--- config.mk ---
export PLATFORM = sky130hd
export DESIGN_NAME = branch_target_predictor_flat
export DESIGN_NICKNAME = d
export VERILOG_FILES = /design/src/rtl/branch_target_predictor_if.sv /design/src/rtl/branch_target_predictor.sv /design/src/flat_wrapper.sv
export SDC_FILE = /design/constraint.sdc
export NUM_CORES = 1
export LEC_CHECK = 0
export BUFFER_PORTS_ARGS = -buffer_cell sky130_fd_sc_hd__buf_2
export CORE_UTILIZATION = 40
export CTS_BUF_LIST = sky130_fd_sc_hd__clkbuf_4 sky130_fd_sc_hd__clkbuf_8 sky130_fd_sc_hd__clkbuf_16
export DETAILED_ROUTE_END_ITERATION = 6
export PLACE_DENSITY = 0.55
export SETUP_SLACK_MARGIN = 0.2
export SLEW_MARGIN = 30
export SYNTH_ARGS = -nofsm -noshare
export SYNTH_HDL_FRONTEND = slang
export SYNTH_SLANG_ARGS = --single-unit
export TNS_END_PERCENT = 1
--- constraint.sdc ---
create_clock -name CLK -period 6.95 [get_ports CLK]
set_input_delay 0.3475 -clock CLK [delete_from_list [all_inputs] [get_ports CLK]]
set_output_delay 0.3475 -clock CLK [all_outputs]
set_load 0.02 [all_outputs]
--- src/rtl/branch_target_predictor_if.sv ---
// Fetch lookup / execute update bus between the datapath and the branch target predictor.
interface branch_target_predictor_if;
    // Fetch-stage lookup
    logic [31:0] lu_pc;
    logic        lu_hit;
    logic        pred_taken;
    logic [31:0] pred_target;
    // Execute-stage training
    logic        upd_en;
    logic [31:0] upd_pc;
    logic        upd_jump;
    logic        upd_taken;
    logic [31:0] upd_target;
    logic        upd_pred_taken;
    logic [31:0] upd_pred_target;
    logic        mispredict;
    logic [31:0] correct_pc;
    // Maintenance
    logic        inv_all;

    modport master (
        output lu_pc, upd_en, upd_pc, upd_jump, upd_taken, upd_target,
               upd_pred_taken, upd_pred_target, inv_all,
        input  lu_hit, pred_taken, pred_target, mispredict, correct_pc
    );

    modport slave (
        input  lu_pc, upd_en, upd_pc, upd_jump, upd_taken, upd_target,
               upd_pred_taken, upd_pred_target, inv_all,
        output lu_hit, pred_taken, pred_target, mispredict, correct_pc
    );
endinterface

--- src/rtl/branch_target_predictor.sv ---
// Branch target buffer with 2-bit saturating direction counters.
// Combinational lookup at fetch, registered training from execute.
// Optional hit/mispredict statistics counters are enabled with `define BTB_STATS_EN.
module branch_target_predictor #(
    parameter int unsigned ENTRIES = 16,
    parameter int unsigned TAG_W   = 8,
    parameter int unsigned CNT_W   = 16
) (
    input  logic                    CLK,
    input  logic                    RST,
    branch_target_predictor_if.slave bus
`ifdef BTB_STATS_EN
    ,
    output logic [CNT_W-1:0]        stat_hits,
    output logic [CNT_W-1:0]        stat_mispred
`endif
);
    localparam int unsigned IDX_W  = $clog2(ENTRIES);
    localparam int unsigned TAG_LO = IDX_W + 2;

    // Elaboration-time parameter sanity
    if (ENTRIES < 2 || (ENTRIES & (ENTRIES - 1)) != 0) begin : g_bad_entries
        $error("ENTRIES must be a power of 2 and >= 2");
    end
    if (TAG_LO + TAG_W > 32) begin : g_bad_tag
        $error("IDX_W+2+TAG_W must not exceed 32");
    end
    if (CNT_W < 1) begin : g_bad_cnt
        $error("CNT_W must be at least 1");
    end

    logic [ENTRIES-1:0] valid_q, valid_d;
    logic [TAG_W-1:0]   tag_q    [ENTRIES];
    logic [TAG_W-1:0]   tag_d    [ENTRIES];
    logic [31:0]        target_q [ENTRIES];
    logic [31:0]        target_d [ENTRIES];
    logic [1:0]         cnt_q    [ENTRIES];
    logic [1:0]         cnt_d    [ENTRIES];

    logic [IDX_W-1:0] lu_idx, upd_idx;
    logic [TAG_W-1:0] lu_tag, upd_tag;
    logic             lu_hit_w, upd_hit_w, mispredict_w;

    // Lookup: reads pre-update contents in the same cycle
    always_comb begin
        lu_idx          = bus.lu_pc[IDX_W+1:2];
        lu_tag          = bus.lu_pc[TAG_LO+TAG_W-1:TAG_LO];
        lu_hit_w        = valid_q[lu_idx] && (tag_q[lu_idx] == lu_tag);
        bus.lu_hit      = lu_hit_w;
        bus.pred_taken  = lu_hit_w && cnt_q[lu_idx][1];
        bus.pred_target = (lu_hit_w && cnt_q[lu_idx][1]) ? target_q[lu_idx]
                                                          : bus.lu_pc + 32'd4;
    end

    // Resolution check against the prediction carried down the pipe
    always_comb begin
        mispredict_w   = bus.upd_en &&
                         ((bus.upd_taken != bus.upd_pred_taken) ||
                          (bus.upd_taken && (bus.upd_target != bus.upd_pred_target)));
        bus.mispredict = mispredict_w;
        bus.correct_pc = bus.upd_taken ? bus.upd_target : bus.upd_pc + 32'd4;
    end

    // Next-state of the table: invalidate-all wins over training
    always_comb begin
        valid_d   = valid_q;
        tag_d     = tag_q;
        target_d  = target_q;
        cnt_d     = cnt_q;
        upd_idx   = bus.upd_pc[IDX_W+1:2];
        upd_tag   = bus.upd_pc[TAG_LO+TAG_W-1:TAG_LO];
        upd_hit_w = valid_q[upd_idx] && (tag_q[upd_idx] == upd_tag);
        if (bus.inv_all) begin
            valid_d = '0;
        end else if (bus.upd_en) begin
            if (upd_hit_w) begin
                if (bus.upd_jump) begin
                    cnt_d[upd_idx] = 2'b11;
                end else if (bus.upd_taken) begin
                    if (cnt_q[upd_idx] != 2'b11) cnt_d[upd_idx] = cnt_q[upd_idx] + 2'd1;
                end else begin
                    if (cnt_q[upd_idx] != 2'b00) cnt_d[upd_idx] = cnt_q[upd_idx] - 2'd1;
                end
                if (bus.upd_taken) target_d[upd_idx] = bus.upd_target;
            end else if (bus.upd_taken) begin
                valid_d[upd_idx]  = 1'b1;
                tag_d[upd_idx]    = upd_tag;
                target_d[upd_idx] = bus.upd_target;
                cnt_d[upd_idx]    = bus.upd_jump ? 2'b11 : 2'b10;
            end
        end
    end

    // Valid bits and counters: reset drops any same-cycle training
    always_ff @(posedge CLK) begin
        if (RST) begin
            valid_q <= '0;
            for (int i = 0; i < int'(ENTRIES); i++) cnt_q[i] <= 2'b01;
        end else begin
            valid_q <= valid_d;
            cnt_q   <= cnt_d;
        end
    end

    // Tags and targets carry no reset; they are qualified by valid
    always_ff @(posedge CLK) begin
        tag_q    <= tag_d;
        target_q <= target_d;
    end

`ifdef BTB_STATS_EN
    logic [CNT_W-1:0] stat_hits_q, stat_hits_d;
    logic [CNT_W-1:0] stat_mispred_q, stat_mispred_d;

    // Saturating statistics; invalidate-all leaves them alone
    always_comb begin
        stat_hits_d    = stat_hits_q;
        stat_mispred_d = stat_mispred_q;
        if (lu_hit_w && (stat_hits_q != '1))        stat_hits_d    = stat_hits_q + CNT_W'(1);
        if (mispredict_w && (stat_mispred_q != '1)) stat_mispred_d = stat_mispred_q + CNT_W'(1);
    end

    // Statistics registers
    always_ff @(posedge CLK) begin
        if (RST) begin
            stat_hits_q    <= '0;
            stat_mispred_q <= '0;
        end else begin
            stat_hits_q    <= stat_hits_d;
            stat_mispred_q <= stat_mispred_d;
        end
    end

    assign stat_hits    = stat_hits_q;
    assign stat_mispred = stat_mispred_q;
`endif

endmodule

--- src/flat_wrapper.sv ---
// flat-port wrapper written by rule: the top's interface ports become plain ports
module branch_target_predictor_flat 
#(
    parameter int unsigned ENTRIES = 16,
    parameter int unsigned TAG_W   = 8,
    parameter int unsigned CNT_W   = 16
)
  (CLK, RST, bus_lu_pc, bus_upd_en, bus_upd_pc, bus_upd_jump, bus_upd_taken, bus_upd_target, bus_upd_pred_taken, bus_upd_pred_target, bus_inv_all, bus_lu_hit, bus_pred_taken, bus_pred_target, bus_mispredict, bus_correct_pc);
  branch_target_predictor_if bus_i ();
  input  logic CLK;
  input  logic RST;
  input wire logic [$bits(bus_i.lu_pc)-1:0] bus_lu_pc;
  input wire logic [$bits(bus_i.upd_en)-1:0] bus_upd_en;
  input wire logic [$bits(bus_i.upd_pc)-1:0] bus_upd_pc;
  input wire logic [$bits(bus_i.upd_jump)-1:0] bus_upd_jump;
  input wire logic [$bits(bus_i.upd_taken)-1:0] bus_upd_taken;
  input wire logic [$bits(bus_i.upd_target)-1:0] bus_upd_target;
  input wire logic [$bits(bus_i.upd_pred_taken)-1:0] bus_upd_pred_taken;
  input wire logic [$bits(bus_i.upd_pred_target)-1:0] bus_upd_pred_target;
  input wire logic [$bits(bus_i.inv_all)-1:0] bus_inv_all;
  output wire logic [$bits(bus_i.lu_hit)-1:0] bus_lu_hit;
  output wire logic [$bits(bus_i.pred_taken)-1:0] bus_pred_taken;
  output wire logic [$bits(bus_i.pred_target)-1:0] bus_pred_target;
  output wire logic [$bits(bus_i.mispredict)-1:0] bus_mispredict;
  output wire logic [$bits(bus_i.correct_pc)-1:0] bus_correct_pc;
  assign bus_i.lu_pc = bus_lu_pc;
  assign bus_i.upd_en = bus_upd_en;
  assign bus_i.upd_pc = bus_upd_pc;
  assign bus_i.upd_jump = bus_upd_jump;
  assign bus_i.upd_taken = bus_upd_taken;
  assign bus_i.upd_target = bus_upd_target;
  assign bus_i.upd_pred_taken = bus_upd_pred_taken;
  assign bus_i.upd_pred_target = bus_upd_pred_target;
  assign bus_i.inv_all = bus_inv_all;
  assign bus_lu_hit = bus_i.lu_hit;
  assign bus_pred_taken = bus_i.pred_taken;
  assign bus_pred_target = bus_i.pred_target;
  assign bus_mispredict = bus_i.mispredict;
  assign bus_correct_pc = bus_i.correct_pc;
  branch_target_predictor #(.ENTRIES(ENTRIES), .TAG_W(TAG_W), .CNT_W(CNT_W)) u_core (.CLK(CLK), .RST(RST), .bus(bus_i));
endmodule
==> impl_metrics.xml, run 1 <==
<?xml version="1.0" encoding="UTF-8"?>
<metrics>
  <group name="status">
    <metric name="outcome" unit="">completed</metric>
  </group>
  <group name="power_and_ir_drop">
    <metric name="power" unit="W">0.009330</metric>
    <metric name="power_per_cell_area" unit="nW/µm²">265.1</metric>
    <metric name="power_leakage" unit="nW">11.43</metric>
    <metric name="worst_ir_drop_vdd" unit="µV">191.1</metric>
  </group>
  <group name="synthesis">
    <metric name="mean_post_synth_cell_area" unit="µm²">18.35</metric>
    <metric name="yosysWarnings" unit="">0</metric>
    <metric name="synth_seq_area_share" unit="%">66.32</metric>
    <metric name="synth.lib_cells_used.distinct" unit="">60</metric>
    <metric name="synth_instances" unit="">1658</metric>
    <metric name="synth-seq-cells" unit="">688</metric>
    <metric name="synth_edf_count" unit="">640</metric>
    <metric name="mappedNetlistNets" unit="">1800</metric>
    <metric name="synth_async_reset_ratio" unit="%">0</metric>
    <metric name="syn-cell-area" unit="µm²">30430</metric>
    <metric name="dominantRegCellSynth" unit="">sky130_fd_sc_hd__edfxtp_1</metric>
  </group>
  <group name="die">
    <metric name="coreArea" unit="µm²">74820</metric>
    <metric name="die_w" unit="µm">277.8</metric>
    <metric name="initial_util" unit="%">40.67</metric>
    <metric name="row_count" unit="">100</metric>
    <metric name="top_level_ports" unit="">202</metric>
    <metric name="fp.dieArea" unit="µm²">77170</metric>
    <metric name="die_height" unit="µm">277.8</metric>
  </group>
  <group name="sta">
    <metric name="setup_viol_count_final" unit="">0</metric>
    <metric name="hold_viol" unit="">0</metric>
    <metric name="post_route_clock_skew" unit="ns">0.02633</metric>
    <metric name="finalSetupTns" unit="ns">0</metric>
    <metric name="finalWorstPathRequiredPeriod" unit="ns">4.662</metric>
    <metric name="timing.final.crit_share" unit="%">67.07</metric>
    <metric name="max_clock_freq" unit="GHz">0.2145</metric>
    <metric name="relSlewSlack" unit="%">32.87</metric>
    <metric name="timing.final.ws_setup" unit="ns">2.288</metric>
    <metric name="max_slew.worst_pin.slew" unit="ns">1.003</metric>
    <metric name="rsz0062_at_grt" unit="">false</metric>
    <metric name="report.final.slew_viol_count" unit="">0</metric>
  </group>
  <group name="clock_network">
    <metric name="ctsHoldBuffers" unit="">0</metric>
    <metric name="clock-root-buffer" unit="">sky130_fd_sc_hd__clkbuf_16</metric>
    <metric name="cts_htree_levels" unit="">3</metric>
    <metric name="clockBufferDepth" unit="">3</metric>
    <metric name="cts-buffers-inserted" unit="">74</metric>
    <metric name="post_cts_buffers" unit="">0</metric>
    <metric name="cts_resized" unit="">0</metric>
    <metric name="tritoncts" unit="">yes</metric>
    <metric name="cts.clk_slew.worst_paths" unit="ns">0.06</metric>
    <metric name="worst_skew_pair.late_latency" unit="ns">0.62</metric>
    <metric name="clock-sinks" unit="">688</metric>
  </group>
  <group name="worst_setup_path">
    <metric name="cell_chain_of_the_critical_path" unit="">buf_8, mux4_2, mux4_2, xor2_1, nor4b_1, nand4_1, buf_4, mux2i_1, buf_2</metric>
    <metric name="cp_data_required_time" unit="ns">6.60</metric>
    <metric name="setup.worst_path.class" unit="">input port to primary output</metric>
    <metric name="cp-start-kind" unit="">input port</metric>
    <metric name="timing.critical_path.mode_cell" unit="">sky130_fd_sc_hd__mux4_2</metric>
    <metric name="cpPeakStageDelay" unit="ns">0.65</metric>
    <metric name="worst-endpoint-arrival" unit="ns">4.31</metric>
    <metric name="critPathCaptureType" unit="">primary output</metric>
    <metric name="critical_path_cell_with_the_highest_stage_delay" unit="">sky130_fd_sc_hd__nand4_1</metric>
    <metric name="worst_r2r_path_depth" unit="">8</metric>
    <metric name="worstPathMaxFanout" unit="">69</metric>
  </group>
  <group name="grt">
    <metric name="groute.usage.overall" unit="%">23.61</metric>
    <metric name="grt_pass1_vias" unit="">17480</metric>
    <metric name="grt_start_max_net_pins" unit="">78</metric>
    <metric name="grt_antenna_before_repair" unit="">4</metric>
    <metric name="grt_first_pass_wirelength" unit="mm">129.4</metric>
    <metric name="grt-ovfl-total" unit="">0</metric>
  </group>
  <group name="placed_design">
    <metric name="placement.io_buffers" unit="">201</metric>
    <metric name="gp_congestion" unit="">0.9095</metric>
    <metric name="preCtsSetupSlack" unit="ns">1.998</metric>
    <metric name="post-dp-hpwl" unit="mm">55.16</metric>
    <metric name="place_inst" unit="">2760</metric>
  </group>
  <group name="finish">
    <metric name="final_core_utilization" unit="%">47.04</metric>
    <metric name="fin_nets" unit="">2010</metric>
    <metric name="leading_cell_type_in_the_layout_fill_and_taps_excluded" unit="">sky130_fd_sc_hd__edfxtp_1</metric>
    <metric name="final_cell_mix" unit="">sky130_fd_sc_hd__edfxtp_1, sky130_fd_sc_hd__mux4_2, sky130_fd_sc_hd__buf_2, sky130_fd_sc_hd__nand2_1, sky130_fd_sc_hd__clkbuf_16</metric>
    <metric name="drive_gt1_share" unit="%">35.83</metric>
    <metric name="syn_to_final_growth" unit="%">15.68</metric>
    <metric name="post_layout_nonfiller_instances" unit="">2896</metric>
  </group>
  <group name="drt">
    <metric name="drt_iter0_markers" unit="">2026</metric>
    <metric name="number_of_vias_in_the_routed_layout" unit="">17550</metric>
    <metric name="detail_route.wirelength" unit="mm">90.75</metric>
    <metric name="detailedRoute.firstPassIterationCount" unit="">5</metric>
    <metric name="detail_route.wl_per_cell" unit="µm">31.34</metric>
    <metric name="antenna_left" unit="">0</metric>
    <metric name="route.detailed.vias_per_inst" unit="">6.060</metric>
    <metric name="drc" unit="">0</metric>
  </group>
  <group name="worst_hold_path">
    <metric name="min_delay_path_depth" unit="">1</metric>
    <metric name="classification_of_the_worst_slack_hold_path" unit="">input port to register</metric>
  </group>
  <group name="job">
    <metric name="maxCapViolations" unit="">0</metric>
  </group>
</metrics>
-- per-stage QoR --
| step | hold WS [ns] | cell area, µm² |
|---|---|---|
| after floorplan | 0.4464 | 30430 |
| final | 0.1475 | 35200 |
| after detailed placement | 0.4719 | 32650 |
| after CTS | 0.1215 | 35180 |
| after global placement | 0.4631 | 32630 |
| after global routing | 0.1400 | 35200 |
-- synth_stat cells, types with 8 or more instances --
| master | n | share of area (%) |
|---|---|---|
| sky130_fd_sc_hd__nand3_1 | 25 | 0.41 |
| sky130_fd_sc_hd__and3_1 | 25 | 0.51 |
| sky130_fd_sc_hd__mux4_2 | 245 | 18 |
| sky130_fd_sc_hd__nand2_1 | 77 | 0.95 |
| sky130_fd_sc_hd__nand4_1 | 16 | 0.33 |
| sky130_fd_sc_hd__mux2i_1 | 28 | 0.92 |
| sky130_fd_sc_hd__o31a_1 | 16 | 0.46 |
| sky130_fd_sc_hd__dfxtp_1 | 48 | 3.2 |
| sky130_fd_sc_hd__edfxtp_1 | 640 | 63 |
| sky130_fd_sc_hd__inv_1 | 12 | 0.15 |
| sky130_fd_sc_hd__xor2_1 | 38 | 1.1 |
| sky130_fd_sc_hd__clkbuf_1 | 63 | 0.78 |
| sky130_fd_sc_hd__a32o_1 | 9 | 0.30 |
| sky130_fd_sc_hd__buf_2 | 20 | 0.33 |
| sky130_fd_sc_hd__a311o_1 | 16 | 0.53 |
| sky130_fd_sc_hd__nor3_1 | 8 | 0.13 |
| sky130_fd_sc_hd__o21a_1 | 16 | 0.39 |
| sky130_fd_sc_hd__o21ai_0 | 48 | 0.79 |
| sky130_fd_sc_hd__xnor2_1 | 63 | 1.8 |
| sky130_fd_sc_hd__buf_1 | 19 | 0.23 |
| sky130_fd_sc_hd__nor2b_1 | 8 | 0.16 |
| sky130_fd_sc_hd__nor2_1 | 84 | 1.0 |
| sky130_fd_sc_hd__mux2_2 | 43 | 1.6 |
-- path summary, 6_finish.rpt --
check | to | from | slack, ns
worst min-delay path | u_core.target_q[378]$_DFFE_PP_ | bus_upd_target[26] | 0.15
worst max register to register | u_core.tag_q[69]$_DFFE_PP_ | u_core.tag_q[94]$_DFFE_PP_ | 2.94
worst min register to register | u_core.valid_q[14]$_SDFFE_PP0P_ | u_core.valid_q[14]$_SDFFE_PP0P_ | 0.49
worst max-delay path | bus_pred_target[2] | bus_lu_pc[2] | 2.29
-- layer usage --
layer / vias up / wire length [µm] / part of all wire, % / GRT usage (%)
met4: 0 / 2035 / 2.2 / 5.851
li1: 7257 / - / - / -
met3: 119 / 6020 / 6.6 / 3.655
met1: 9407 / 39140 / 43 / 33.92
met2: 768 / 43550 / 48 / 37.72
met5: - / 0 / 0 / 0
-- area by class of cell --
| type | count | area (µm²) |
|---|---|---|
| fill | 6358 | 39620 |
| tap | 969 | 1212 |
| clock inverter | 43 | 498.0 |
| antenna | 1 | 2.502 |
| multi-input combinational | 851 | 9903 |
| sequential | 688 | 20180 |
| inverter | 15 | 56.30 |
| clock buffer | 91 | 2032 |
| timing repair buffer | 238 | 1314 |
-- power breakdown --
group	internal [W]	total (W)	switching, W
sequential	0.00454	0.00454	0.00000551
combinational	0.000262	0.000682	0.000421
clock	0.00243	0.00410	0.00167
-- worst max-delay path: cells and delay by family --
family / cells / cell delay (ns)
multiplexers: 3 / 1.43
XOR/XNOR: 1 / 0.17
buffers and inverters: 3 / 1.31
AND/OR/NAND/NOR: 2 / 0.96
-- flip-flops by register name, summed over array words and instances (netlist names) --
register	count
u_core.cnt_q	32
u_core.tag_q	128
u_core.target_q	512
u_core.valid_q	16
-- cell families (layout without fill, tap and decap cells) --
family                   count (synthesis)  after routing  synth area share (%)
AND/OR/NAND/NOR                        273            273                 4.215
other                                    0              1                     0
adder cells (fa/ha/maj)                  7              7                0.2878
flip-flops                             688            688                 66.32
buffers and inverters                  119            387                 1.600
AO/OA/AOI/OAI                          152            152                 3.898
XOR/XNOR                               101            101                 2.907
multiplexers                           318            318                 20.77
(Power assumes the default switching activity.)
==> run 2: changes to the inputs <==
Settings changed: PLACE_DENSITY 0.55 to 0.57.
Clock period 6.95 ns to 3.98 ns, I/O delays scaled along.
==> run 2 against run 1 <==
  * Register-to-register slack got worse by 2.4 ns
  * Clock skew fell by 0.0051 ns
  * Clock power rose by 64%
  * Core utilization rose by 0.86 points
  * Die area did not move
  * Critical path depth fell by 1
  * Highest routed layer is now met5
  * Setup slack got worse by 2.0 ns
  * First-iteration DRC count fell by 13%
==> impl_metrics.xml, run 2 (synthesis gave the netlist of run 1 again) <==
<?xml version="1.0" encoding="UTF-8"?>
<metrics>
  <group name="status">
    <metric name="outcome" unit="">completed</metric>
  </group>
  <group name="clock_network">
    <metric name="tritoncts" unit="">yes</metric>
    <metric name="clock-sinks" unit="">688</metric>
    <metric name="worst_skew_pair.late_latency" unit="ns">0.61</metric>
    <metric name="cts-buffers-inserted" unit="">76</metric>
    <metric name="clockBufferDepth" unit="">3</metric>
    <metric name="clock-root-buffer" unit="">sky130_fd_sc_hd__clkbuf_16</metric>
    <metric name="cts_htree_levels" unit="">3</metric>
    <metric name="cts.clk_slew.worst_paths" unit="ns">0.06</metric>
  </group>
  <group name="worst_setup_path">
    <metric name="cpPeakStageDelay" unit="ns">0.53</metric>
    <metric name="cp_data_required_time" unit="ns">3.78</metric>
    <metric name="setup.worst_path.class" unit="">register to primary output</metric>
    <metric name="worst-endpoint-arrival" unit="ns">3.54</metric>
    <metric name="critical_path_cell_with_the_highest_stage_delay" unit="">sky130_fd_sc_hd__mux4_2</metric>
    <metric name="timing.critical_path.mode_cell" unit="">sky130_fd_sc_hd__mux4_2</metric>
    <metric name="critPathCaptureType" unit="">primary output</metric>
    <metric name="worstPathMaxFanout" unit="">32</metric>
    <metric name="cell_chain_of_the_critical_path" unit="">mux4_2, mux4_2, xor2_1, nor4b_1, nand4_1, buf_12, mux2_2, buf_2</metric>
    <metric name="cp-start-kind" unit="">register</metric>
  </group>
  <group name="power_and_ir_drop">
    <metric name="power_leakage" unit="nW">11.77</metric>
    <metric name="power_per_cell_area" unit="nW/µm²">443.3</metric>
    <metric name="worst_ir_drop_vdd" unit="µV">285.6</metric>
    <metric name="power" unit="W">0.01589</metric>
  </group>
  <group name="sta">
    <metric name="post_route_clock_skew" unit="ns">0.02125</metric>
    <metric name="max_slew.worst_pin.slew" unit="ns">0.7962</metric>
    <metric name="setup_viol_count_final" unit="">0</metric>
    <metric name="finalWorstPathRequiredPeriod" unit="ns">3.741</metric>
    <metric name="rsz0062_at_grt" unit="">true</metric>
    <metric name="report.final.slew_viol_count" unit="">0</metric>
    <metric name="finalSetupTns" unit="ns">0</metric>
    <metric name="hold_viol" unit="">0</metric>
    <metric name="max_clock_freq" unit="GHz">0.2673</metric>
    <metric name="timing.final.crit_share" unit="%">93.99</metric>
    <metric name="relSlewSlack" unit="%">46.92</metric>
    <metric name="timing.final.ws_setup" unit="ns">0.2391</metric>
  </group>
  <group name="worst_hold_path">
    <metric name="classification_of_the_worst_slack_hold_path" unit="">input port to register</metric>
  </group>
  <group name="drt">
    <metric name="detail_route.wl_per_cell" unit="µm">29.25</metric>
    <metric name="number_of_vias_in_the_routed_layout" unit="">17600</metric>
    <metric name="detail_route.wirelength" unit="mm">86.49</metric>
    <metric name="detailedRoute.firstPassIterationCount" unit="">7</metric>
    <metric name="drc" unit="">0</metric>
    <metric name="drt_iter0_markers" unit="">1768</metric>
    <metric name="route.detailed.vias_per_inst" unit="">5.952</metric>
    <metric name="antenna_left" unit="">0</metric>
  </group>
  <group name="grt">
    <metric name="grt_pass1_vias" unit="">17870</metric>
    <metric name="grt-ovfl-total" unit="">0</metric>
    <metric name="grt_start_max_net_pins" unit="">83</metric>
    <metric name="grt_antenna_before_repair" unit="">3</metric>
    <metric name="groute.usage.overall" unit="%">22.54</metric>
    <metric name="grt_first_pass_wirelength" unit="mm">124.6</metric>
  </group>
  <group name="placed_design">
    <metric name="placement.io_buffers" unit="">201</metric>
    <metric name="gp_congestion" unit="">0.8393</metric>
    <metric name="post-dp-hpwl" unit="mm">53.19</metric>
    <metric name="preCtsSetupSlack" unit="ns">0.2066</metric>
  </group>
  <group name="finish">
    <metric name="max_ffs_per_register" unit="">512</metric>
    <metric name="fin_nets" unit="">2072</metric>
    <metric name="syn_to_final_growth" unit="%">17.81</metric>
    <metric name="drive_gt1_share" unit="%">37.16</metric>
    <metric name="largest_register" unit="">u_core.target_q</metric>
    <metric name="final_cell_mix" unit="">sky130_fd_sc_hd__edfxtp_1, sky130_fd_sc_hd__mux4_2, sky130_fd_sc_hd__buf_2, sky130_fd_sc_hd__clkbuf_16, sky130_fd_sc_hd__nand2_1</metric>
    <metric name="reg.largest.list" unit="">u_core.target_q x512, u_core.tag_q x128, u_core.cnt_q x32</metric>
    <metric name="leading_cell_type_in_the_layout_fill_and_taps_excluded" unit="">sky130_fd_sc_hd__edfxtp_1</metric>
  </group>
  <group name="die">
    <metric name="top_level_ports" unit="">202</metric>
    <metric name="initial_util" unit="%">40.67</metric>
    <metric name="fp.dieArea" unit="µm²">77170</metric>
    <metric name="die_w" unit="µm">277.8</metric>
    <metric name="row_count" unit="">100</metric>
    <metric name="die_height" unit="µm">277.8</metric>
    <metric name="coreArea" unit="µm²">74820</metric>
  </group>
  <group name="job">
    <metric name="maxCapViolations" unit="">0</metric>
  </group>
</metrics>
run 2: cell count changes in the layout (fill, tap and decap cells not counted), sizes merged:
cell / before / now
dlygate4sd3: 0 / 15
bufinv: 9 / 2
inv: 16 / 17
clkbuf: 91 / 106
clkinv: 23 / 24
clkinvlp: 10 / 0
diode: 1 / 2
buf: 238 / 283
run 2: per-stage QoR:
step                      util (%)  cells  cell area, µm²  hold slack (ns)
after floorplan                  -   1658           30560           0.2979
after global placement       44.49   2806           33290           0.4601
after detailed placement     44.49   2806           33290           0.4749
after CTS                    47.88   2955           35830         0.002560
after global routing         47.90   2955           35840          0.02046
final                        47.91   2957           35840         0.005957
run 2: final timing paths:
check / from / endpoint / slack (ns) / cells after the start
worst max register to register: u_core.tag_q[82]$_DFFE_PP_ / u_core.tag_q[93]$_DFFE_PP_ / 0.55 / 9
worst min-delay path: bus_inv_all / u_core.valid_q[5]$_SDFFE_PP0P_ / 0.006 / 3
worst max-delay path: u_core.tag_q[31]$_DFFE_PP_ / bus_pred_target[7] / 0.24 / 8
worst min register to register: u_core.valid_q[14]$_SDFFE_PP0P_ / u_core.valid_q[14]$_SDFFE_PP0P_ / 0.48 / 1
run 2: power breakdown:
part	internal (W)	total (W)	switching, W
registers	0.00793	0.00794	0.00000911
clock network	0.00396	0.00674	0.00278
logic	0.000487	0.00121	0.000726
total	0.0124	0.0159	0.00352
run 2: worst max-delay path, delay by kind of cell (launching register included):
| family | cells | cell delay (ns) |
|---|---|---|
| and+or+nand+nor | 2 | 0.49 |
| muxes | 3 | 1.38 |
| DFF | 1 | 0.44 |
| buffers and inverters | 2 | 0.43 |
| xor gates and xnor gates | 1 | 0.18 |
run 2: metal layers:
layer	part of all wire [%]	vias to the layer above	track usage [%]
li1	-	7376	-
met1	41	9327	30.53
met2	48	765	36.31
met3	8.0	130	5.028
met4	2.6	2	6.927
met5	0.014	-	0
run 2: cell type report:
class                   instances  area [µm²]
multi-input cells             851        9923
clock buffers                 106        2181
flip-flops and latches        688       20180
diodes                          2       5.005
fillers                      6323       38980
inverters                      15       56.30
repair buffers                298        2081
clock inverters                28       206.4
well taps                     969        1212
run 2: what timing repair did:
action	in CTS	in global routing
gates resized for setup	0	0
hold buffers	15	0
hold endpoints to repair	193	0
endpoints found under the setup margin	0	7
setup buffers	0	0
==> run 3: changes to the inputs <==
Settings changed: BUFFER_PORTS_ARGS -buffer_cell sky130_fd_sc_hd__buf_2 to default, DONT_BUFFER_PORTS from default to 1, PLACE_DENSITY 0.57 to 0.54, RECOVER_POWER from default to 25.
==> run 3 against run 2 <==
  * Sequential cell count did not move
  * Setup slack better by 0.012 ns
  * Cell area fell by 2.6%
==> impl_metrics.xml, run 3 (synthesis gave the netlist of run 1 again) <==
<?xml version="1.0" encoding="UTF-8"?>
<metrics>
  <group name="finish">
    <metric name="syn_to_final_growth" unit="%">14.69</metric>
    <metric name="fin_nets" unit="">1874</metric>
    <metric name="leading_cell_type_in_the_layout_fill_and_taps_excluded" unit="">sky130_fd_sc_hd__edfxtp_1</metric>
    <metric name="final_cell_mix" unit="">sky130_fd_sc_hd__edfxtp_1, sky130_fd_sc_hd__mux4_2, sky130_fd_sc_hd__clkbuf_16, sky130_fd_sc_hd__nand2_1, sky130_fd_sc_hd__xnor2_1</metric>
    <metric name="largest_register" unit="">u_core.target_q</metric>
    <metric name="reg.largest.list" unit="">u_core.target_q x512, u_core.tag_q x128, u_core.cnt_q x32</metric>
    <metric name="max_ffs_per_register" unit="">512</metric>
    <metric name="drive_gt1_share" unit="%">28.91</metric>
    <metric name="post_layout_nonfiller_instances" unit="">2755</metric>
  </group>
  <group name="power_and_ir_drop">
    <metric name="power" unit="W">0.01568</metric>
    <metric name="clkPwrFrac" unit="%">43.7</metric>
    <metric name="power.share.switching" unit="%">21.05</metric>
    <metric name="pwr-share-comb" unit="%">5.7</metric>
    <metric name="worst_ir_drop_vdd" unit="µV">332.3</metric>
    <metric name="p_seq_share" unit="%">50.6</metric>
    <metric name="power.switching" unit="W">0.003301</metric>
    <metric name="power_leakage" unit="nW">10.93</metric>
    <metric name="cellInternalPower" unit="W">0.01238</metric>
    <metric name="power_per_cell_area" unit="nW/µm²">449.3</metric>
  </group>
  <group name="grt">
    <metric name="grt_pass1_vias" unit="">16880</metric>
    <metric name="grt_first_pass_wirelength" unit="mm">128.2</metric>
    <metric name="groute.usage.overall" unit="%">23.60</metric>
    <metric name="grt_antenna_before_repair" unit="">6</metric>
    <metric name="grt-ovfl-total" unit="">0</metric>
    <metric name="grt_start_max_net_pins" unit="">174</metric>
  </group>
  <group name="worst_setup_path">
    <metric name="worst-endpoint-arrival" unit="ns">3.53</metric>
    <metric name="critPathCaptureType" unit="">primary output</metric>
    <metric name="timing.critical_path.mode_cell" unit="">sky130_fd_sc_hd__mux4_2</metric>
    <metric name="cpPeakStageDelay" unit="ns">0.56</metric>
    <metric name="timing.critical_path.max_delay_family" unit="">multiplexers</metric>
    <metric name="worstPathMaxFanout" unit="">16</metric>
    <metric name="setup.worst_path.class" unit="">register to primary output</metric>
    <metric name="cp_data_required_time" unit="ns">3.78</metric>
    <metric name="cp-start-kind" unit="">register</metric>
    <metric name="timing.critical_path.buf_inv" unit="">2</metric>
    <metric name="ff2ff_setup_slack" unit="ns">0.34</metric>
    <metric name="cell_chain_of_the_critical_path" unit="">mux4_2, mux4_2, xor2_4, nor4b_2, nand4_1, buf_4, buf_12, mux2_2</metric>
    <metric name="critical_path_cell_with_the_highest_stage_delay" unit="">sky130_fd_sc_hd__mux4_2</metric>
  </group>
  <group name="placed_design">
    <metric name="post-dp-hpwl" unit="mm">53.60</metric>
    <metric name="placement.io_buffers" unit="">0</metric>
    <metric name="place_inst" unit="">2573</metric>
    <metric name="gp_congestion" unit="">0.8641</metric>
  </group>
  <group name="die">
    <metric name="top_level_ports" unit="">202</metric>
    <metric name="die_w" unit="µm">277.8</metric>
    <metric name="coreArea" unit="µm²">74820</metric>
    <metric name="die_height" unit="µm">277.8</metric>
    <metric name="fp.dieArea" unit="µm²">77170</metric>
    <metric name="row_count" unit="">100</metric>
    <metric name="initial_util" unit="%">40.67</metric>
  </group>
  <group name="sta">
    <metric name="finalWorstPathRequiredPeriod" unit="ns">3.729</metric>
    <metric name="max_slew.worst_pin.slew" unit="ns">0.9099</metric>
    <metric name="finalSetupTns" unit="ns">0</metric>
    <metric name="relSlewSlack" unit="%">38.70</metric>
    <metric name="hold_viol" unit="">0</metric>
    <metric name="timing.final.crit_share" unit="%">93.69</metric>
    <metric name="max_clock_freq" unit="GHz">0.2682</metric>
    <metric name="rsz0062_at_grt" unit="">false</metric>
    <metric name="report.final.slew_viol_count" unit="">0</metric>
    <metric name="setup_viol_count_final" unit="">0</metric>
    <metric name="post_route_clock_skew" unit="ns">0.02188</metric>
  </group>
  <group name="status">
    <metric name="outcome" unit="">completed</metric>
  </group>
  <group name="drt">
    <metric name="drc" unit="">0</metric>
    <metric name="detail_route.wirelength" unit="mm">90.72</metric>
    <metric name="drt_iter0_markers" unit="">1916</metric>
    <metric name="route.detailed.vias_per_inst" unit="">6.113</metric>
    <metric name="detail_route.wl_per_cell" unit="µm">32.93</metric>
    <metric name="detailedRoute.firstPassIterationCount" unit="">5</metric>
    <metric name="number_of_vias_in_the_routed_layout" unit="">16840</metric>
    <metric name="antenna_left" unit="">0</metric>
  </group>
  <group name="clock_network">
    <metric name="clock-root-buffer" unit="">sky130_fd_sc_hd__clkbuf_16</metric>
    <metric name="cts-buffers-inserted" unit="">76</metric>
    <metric name="worst_skew_pair.late_latency" unit="ns">0.62</metric>
    <metric name="clockBufferDepth" unit="">3</metric>
    <metric name="clock-sinks" unit="">688</metric>
    <metric name="cts_htree_levels" unit="">3</metric>
    <metric name="cts.clk_slew.worst_paths" unit="ns">0.06</metric>
    <metric name="tritoncts" unit="">yes</metric>
  </group>
  <group name="job">
    <metric name="maxCapViolations" unit="">0</metric>
  </group>
  <group name="worst_hold_path">
    <metric name="classification_of_the_worst_slack_hold_path" unit="">input port to register</metric>
  </group>
</metrics>
## run 3: changes by cell type in the layout (fill, tap and decap cells not counted), sizes merged
| cell | before | now |
|---|---|---|
| diode | 2 | 1 |
| clkbuf | 106 | 92 |
| dlygate4sd3 | 15 | 44 |
| bufinv | 2 | 5 |
| inv | 17 | 14 |
| buf | 283 | 56 |
| clkinvlp | 0 | 3 |
| clkinv | 24 | 32 |
## run 3: worst paths after layout
kind                                  startpoint                              to  cells after the start
hold reg to reg   u_core.valid_q[7]$_SDFFE_PP0P_  u_core.valid_q[7]$_SDFFE_PP0P_                      1
hold / removal                     bus_upd_pc[4]   u_core.cnt_q[21]$_SDFFE_PP0P_                      2
setup / recovery      u_core.tag_q[79]$_DFFE_PP_              bus_pred_target[8]                      8
setup reg to reg       u_core.tag_q[1]$_DFFE_PP_      u_core.tag_q[68]$_DFFE_PP_                      9
## run 3: layout make-up
cell class              instances  area [µm²]
flip-flops and latches        688       20180
clock buffers                  92        2069
fillers                      6354       39930
inverters                      15       56.30
clock inverters                39       357.8
well taps                     969        1212
repair buffers                100        1051
diodes                          1       2.502
multi-input cells             851        9967
## run 3: stage by stage
step / utilization, % / hold slack, ns / area (µm²) / setup WS (ns)
global placement: 42.43 / 0.2992 / 31750 / 0.06451
floorplan: - / 0.2979 / 30560 / 0.1209
global route: 46.64 / 0.03377 / 34900 / 0.2009
finish: 46.64 / 0.04981 / 34900 / 0.2513
detailed placement: 42.67 / 0.2992 / 31930 / 0.3921
CTS: 46.63 / 0.001562 / 34890 / 0.2223
## run 3: timing repair
action	CTS	global route
buffers inserted	5	0
pin swaps	1	0
gates resized for setup	5	1
setup endpoints to repair	14	1
endpoints found under the hold margin	682	0
hold buffers	44	0
cloned	1	0
## run 3: routing by layer
metal  routed length [µm]  up-vias  GRT usage, %
met4                 1719        0         5.355
met2                44270      643         38.43
met3                 6079      118         4.919
met1                38650     9108         32.61
met5                    0        -             0
li1                     -     6973             -
## run 3: power by group through the flow
stage	clock (W)	sequential, W	combinational [W]
global placement	0	0.00809	0.000747
detailed placement	0	0.00809	0.000752
global route	0.00723	0.00794	0.000935
finish	0.00685	0.00794	0.000886
floorplan	0	0.00809	0.000702
CTS	0.00698	0.00794	0.000893
